===== config.mk =====
export PLATFORM = sky130hd
export DESIGN_NAME = mem_port_arbiter
export DESIGN_NICKNAME = d
export VERILOG_FILES = /design/src/rtl/mem_port_arbiter.sv
export SDC_FILE = /design/constraint.sdc
export NUM_CORES = 1
export LEC_CHECK = 0
export BUFFER_PORTS_ARGS = -buffer_cell sky130_fd_sc_hd__buf_2
export CELL_PAD_IN_SITES_DETAIL_PLACEMENT = 1
export CELL_PAD_IN_SITES_GLOBAL_PLACEMENT = 1
export CORE_ASPECT_RATIO = 1.2
export CORE_UTILIZATION = 38
export DETAILED_ROUTE_END_ITERATION = 16
export HOLD_SLACK_MARGIN = 0.05
export PLACE_DENSITY_LB_ADDON = 0.12
export SLEW_MARGIN = 10
export SYNTH_ARGS = -nofsm -noshare
export SYNTH_HDL_FRONTEND = slang
export SYNTH_SLANG_ARGS = --single-unit

===== constraint.sdc =====
create_clock -name clk -period 7.31 [get_ports clk]
set_clock_uncertainty 0.15 [all_clocks]
set_input_delay 0.3655 -clock clk [delete_from_list [all_inputs] [get_ports clk]]
set_output_delay 0.3655 -clock clk [all_outputs]
set_load 0.1 [all_outputs]

===== src/rtl/mem_port_arbiter.sv =====
`default_nettype none
// ============================================================================
// Module   : mem_port_arbiter
// Brief    : Shares one memory port between an instruction-fetch requester and
//            a load/store requester, round-robin on ties, with an ack timeout.
// Revision : 1.0  initial release
// ============================================================================
module mem_port_arbiter #(
    parameter int ADDR_W  = 32,
    parameter int DATA_W  = 32,
    parameter int TIMEOUT = 15
) (
    input  logic                  clk,
    input  logic                  rst,

    input  logic                  i_req,
    input  logic [ADDR_W-1:0]     i_addr,
    output logic                  i_ack,
    output logic [DATA_W-1:0]     i_rdata,
    output logic                  i_err,

    input  logic                  d_req,
    input  logic                  d_we,
    input  logic [ADDR_W-1:0]     d_addr,
    input  logic [DATA_W-1:0]     d_wdata,
    input  logic [DATA_W/8-1:0]   d_wstrb,
    output logic                  d_ack,
    output logic [DATA_W-1:0]     d_rdata,
    output logic                  d_err,

    output logic                  mem_req,
    output logic                  mem_we,
    output logic [ADDR_W-1:0]     mem_addr,
    output logic [DATA_W-1:0]     mem_wdata,
    output logic [DATA_W/8-1:0]   mem_wstrb,
    input  logic                  mem_ack,
    input  logic [DATA_W-1:0]     mem_rdata
);

    localparam int c_STRB_W = DATA_W / 8;
    // The counter only has to reach TIMEOUT-1: the timeout fires on that cycle.
    localparam int c_CNT_W  = (TIMEOUT < 2) ? 1 : $clog2(TIMEOUT);
    localparam logic [c_CNT_W-1:0] c_CNT_LAST = c_CNT_W'(TIMEOUT - 1);

    typedef enum logic [1:0] {
        ST_IDLE   = 2'd0,
        ST_BUSY_I = 2'd1,
        ST_BUSY_D = 2'd2,
        ST_RESP   = 2'd3
    } state_t;

    state_t                 r_state;
    state_t                 w_next;

    logic                   r_last_d;
    logic [c_CNT_W-1:0]     r_cnt;
    logic                   r_mem_we;
    logic [ADDR_W-1:0]      r_mem_addr;
    logic [DATA_W-1:0]      r_mem_wdata;
    logic [c_STRB_W-1:0]    r_mem_wstrb;
    logic                   r_i_ack;
    logic                   r_d_ack;
    logic                   r_i_err;
    logic                   r_d_err;
    logic [DATA_W-1:0]      r_i_rdata;
    logic [DATA_W-1:0]      r_d_rdata;

    logic                   w_busy;
    logic                   w_grant_d;
    logic                   w_grant_i;
    logic                   w_timeout;

    // On a tie the port that did not win last time is served.
    assign w_grant_d = d_req & (~i_req | ~r_last_d);
    assign w_grant_i = i_req & ~w_grant_d;
    assign w_busy    = (r_state == ST_BUSY_I) || (r_state == ST_BUSY_D);
    assign w_timeout = w_busy & ~mem_ack & (r_cnt == c_CNT_LAST);

    always_ff @(posedge clk or posedge rst) begin
        if (rst) begin
            r_state <= ST_IDLE;
        end else begin
            r_state <= w_next;
        end
    end

    always_comb begin
        w_next = r_state;
        case (r_state)
            ST_IDLE: begin
                if (w_grant_d) begin
                    w_next = ST_BUSY_D;
                end else if (w_grant_i) begin
                    w_next = ST_BUSY_I;
                end
            end
            ST_BUSY_I, ST_BUSY_D: begin
                if (mem_ack) begin
                    w_next = ST_RESP;
                end else if (w_timeout) begin
                    w_next = ST_IDLE;
                end
            end
            ST_RESP: begin
                w_next = ST_IDLE;
            end
            default: begin
                w_next = ST_IDLE;
            end
        endcase
    end

    always_ff @(posedge clk or posedge rst) begin
        if (rst) begin
            r_last_d    <= 1'b0;
            r_cnt       <= '0;
            r_mem_we    <= 1'b0;
            r_mem_addr  <= '0;
            r_mem_wdata <= '0;
            r_mem_wstrb <= '0;
            r_i_ack     <= 1'b0;
            r_d_ack     <= 1'b0;
            r_i_err     <= 1'b0;
            r_d_err     <= 1'b0;
            r_i_rdata   <= '0;
            r_d_rdata   <= '0;
        end else begin
            r_i_ack <= (r_state == ST_BUSY_I) & mem_ack;
            r_d_ack <= (r_state == ST_BUSY_D) & mem_ack;
            r_i_err <= (r_state == ST_BUSY_I) & w_timeout;
            r_d_err <= (r_state == ST_BUSY_D) & w_timeout;

            if (r_state == ST_IDLE) begin
                if (w_grant_d) begin
                    r_last_d    <= 1'b1;
                    r_cnt       <= '0;
                    r_mem_we    <= d_we;
                    r_mem_addr  <= d_addr;
                    r_mem_wdata <= d_wdata;
                    r_mem_wstrb <= d_wstrb;
                end else if (w_grant_i) begin
                    r_last_d    <= 1'b0;
                    r_cnt       <= '0;
                    r_mem_we    <= 1'b0;
                    r_mem_addr  <= i_addr;
                    r_mem_wdata <= '0;
                    r_mem_wstrb <= '0;
                end
            end

            if (w_busy && !mem_ack && !w_timeout) begin
                r_cnt <= r_cnt + c_CNT_W'(1);
            end

            // Stores capture too; the load/store side ignores that data.
            if ((r_state == ST_BUSY_I) && mem_ack) begin
                r_i_rdata <= mem_rdata;
            end
            if ((r_state == ST_BUSY_D) && mem_ack) begin
                r_d_rdata <= mem_rdata;
            end
        end
    end

    assign mem_req   = w_busy;
    assign mem_we    = r_mem_we;
    assign mem_addr  = r_mem_addr;
    assign mem_wdata = r_mem_wdata;
    assign mem_wstrb = r_mem_wstrb;
    assign i_ack     = r_i_ack;
    assign d_ack     = r_d_ack;
    assign i_err     = r_i_err;
    assign d_err     = r_d_err;
    assign i_rdata   = r_i_rdata;
    assign d_rdata   = r_d_rdata;

endmodule
`default_nettype wire


==> reports/metrics.cfg <==
[floorplan]
boundaryPins=276
fp.coreArea_sq_mm=0.0145
rows=48
die_h_um=137
dieWidth_um=114
dieArea_sq_mm=0.0156
start_util_pct=39.4

[clock_network]
clk_pin_slew_worst_paths_ns=0.06
post_cts_buffers=0
htreeDepth=4
ctsResizeCount=0
clk_latency_ns=0.41
clock_path_buffers=2
cts_tree=done
ctsHoldBuffers=69
numCtsBuffers=17
cts_sinks=144
cts-root-buf=clkbuf_16

[route]
route.detailed.drc=0
routed_wl_um=16500
drt_iter0_markers=192
via_count=4582
wl_per_cell_um=17.1
drt_pass1_iterations=5
ant_nets=0
viasPerCell=4.74

[layout]
n_fill_cell=1597
drive_above_1_share_pct=49.6
syn2layout_area_growth_pct=48.5
nNetsFinal=897

[synthesis]
synth_fp_nets=554
ys_warn_count=0
syn_inst=410
ys.flop_type=dfrtp_1
yosysSeqAreaShare_pct=62.9
synth_top_area_share_pct=62.9
synth.most_common_cell=dfrtp_1
ys_types=27
syn_area_per_cell_sq_um=14.0
netlist.top_cell.by_area=dfrtp_1
synth-seq-cells=144
synth_enable_flop_cells=0
synth.area.top_cells=dfrtp_1, mux2_2, mux2i_1
yosys-top-cells-count=dfrtp_1, mux2_2, a22o_1
async_flop_share_pct=100
syn_area_sq_mm=0.00573

[placement]
place.gp.congestion=0.730
hpwl_um=10700
io_buffers=275

[hold_path]
hold_class=input pin to flip-flop

[sta]
slew_headroom_pct=47.8
setup_tns_ns=0
timing.final.max_slew_violations=0
hold_viol=0
fmax_mhz=451
setup_viol=0
rsz0062_at_grt=no
worst_pin_slew_ns=0.782
post-route-period-util_pct=30.4
finalCriticalPeriod_ns=2.22

[grt]
grt_overflow=0
grt_pass1_vias=5022
grt_usage_pct=22.0
grt_pass1_wl_um=25800
antenna_found_initial=1
grt_max_degree=87

[critical_path]
r2r_slack_ns=5.11
r2r_cells=5
cp-startpoint=r_state[0]$_DFFE_PP0P_
r2r_start=r_state[0]$_DFFE_PP0P_
timing.critical_path.fanout_max=4
path_class=flip-flop to output pin
crit_required_ns=6.79
endpoint=mem_req
cp_slowest_cell=buf_2
crit_path_start_kind=flip-flop
worstPathCellList=inv_1 -> ha_1 -> buf_2
r2r_end=mem_addr[16]$_DFFE_PP0P_
critPathCaptureType=output pin
arrival_ns=1.70
cp_slowest_stage_delay_ns=0.46

[job]
maxCapViolations=0

[outcome]
status=finished, final reports clean

==> cells in the final DEF, fill, tap and decap left out, types with 2 or more instances in the layout <==
cell type,n
nor2_1,2
nand2_1,35
a21boi_0,2
o21ai_0,33
nand3_1,2
buf_4,5
nor2b_1,2
and2_1,4
dfrtp_1,144
buf_2,275
a22o_1,37
dlygate4sd3_1,69
a221o_1,2
clkbuf_1,2
clkbuf_16,17
clkbuf_8,4
clkinvlp_4,3
inv_1,6
mux2i_1,34
clkinv_2,4
inv_6,2
ha_1,6
mux2_2,66
==> kinds of logic after synthesis <==
group | Yosys count | share of synthesized area, %
muxes | 100 | 18.9
adders and majority gates | 6 | 1.31
buffers and inverters | 32 | 3.32
AOI/OAI and AO/OA | 78 | 9.76
and+or+nand+nor | 50 | 3.86
DFF | 144 | 62.9
==> area by class of cell <==
class	instances	area, sq um	area share (%)
Sequential cell	144	3600	42.3
Tap cell	200	250	2.94
Multi-Input combinational cell	234	1950	23.0
Antenna cell	1	2.50	0.0294
Inverter	7	31.3	0.367
Clock inverter	9	81.3	0.955
Clock buffer	23	488	5.73
Timing Repair Buffer	349	2100	24.7
==> worst max-delay path: cells and delay by family (launching register included) <==
kind | cells | cell delay [ns]
fa+ha+maj | 1 | 0.35
buf+inv | 2 | 0.56
flops | 1 | 0.38
==> per-stage QoR <==
| step | setup WS, ns | hold WS (ns) | cell area [sq um] | utilization, % | instances |
|---|---|---|---|---|---|
| floorplan | 2.93 | 0.320 | 5730 | - | 410 |
| global placement | 5.13 | 0.308 | 7250 | 49.9 | 865 |
| detailed placement | 5.02 | 0.316 | 7250 | 49.9 | 865 |
| CTS | 5.06 | 0.0522 | 8510 | 58.6 | 966 |
| global route | 4.90 | 0.0599 | 8520 | 58.6 | 967 |
| finish | 5.09 | 0.0766 | 8520 | 58.6 | 967 |
==> routing by layer <==
layer  GRT usage, %  up-vias  share of wire [%]
li1               -     2136                  -
met2           40.2      184                 54
met5              0        -                  0
met4           9.67        0                2.4
met1           23.7     2236                 37
met3           5.80       26                5.9
==> worst min-delay path by stage <==
stage,start,end,slack (ns),cells past startpoint
final,mem_rdata[28],d_rdata[28]$_DFFE_PP0P_,0.08,2
after global routing,mem_rdata[28],d_rdata[28]$_DFFE_PP0P_,0.06,2
after CTS,mem_rdata[28],i_rdata[28]$_DFFE_PP0P_,0.05,2
after detailed placement,mem_addr[24]$_DFFE_PP0P_,mem_addr[24]$_DFFE_PP0P_,0.32,2
after global placement,mem_addr[3]$_DFFE_PP0P_,mem_addr[3]$_DFFE_PP0P_,0.31,2
after floorplan,r_last_d$_DFFE_PP0P_,r_last_d$_DFFE_PP0P_,0.32,1
==> sequential cells by signal (all words and copies together) (netlist names), 2 cells and up <==
signal and flops:
d_rdata 32, r_state 2, mem_addr 32, mem_wstrb 4, i_rdata 32, mem_wdata 32
r_cnt 4
Power is not shown: default switching activity piles up to over one toggle a cycle in this logic, so the estimate is an artifact.
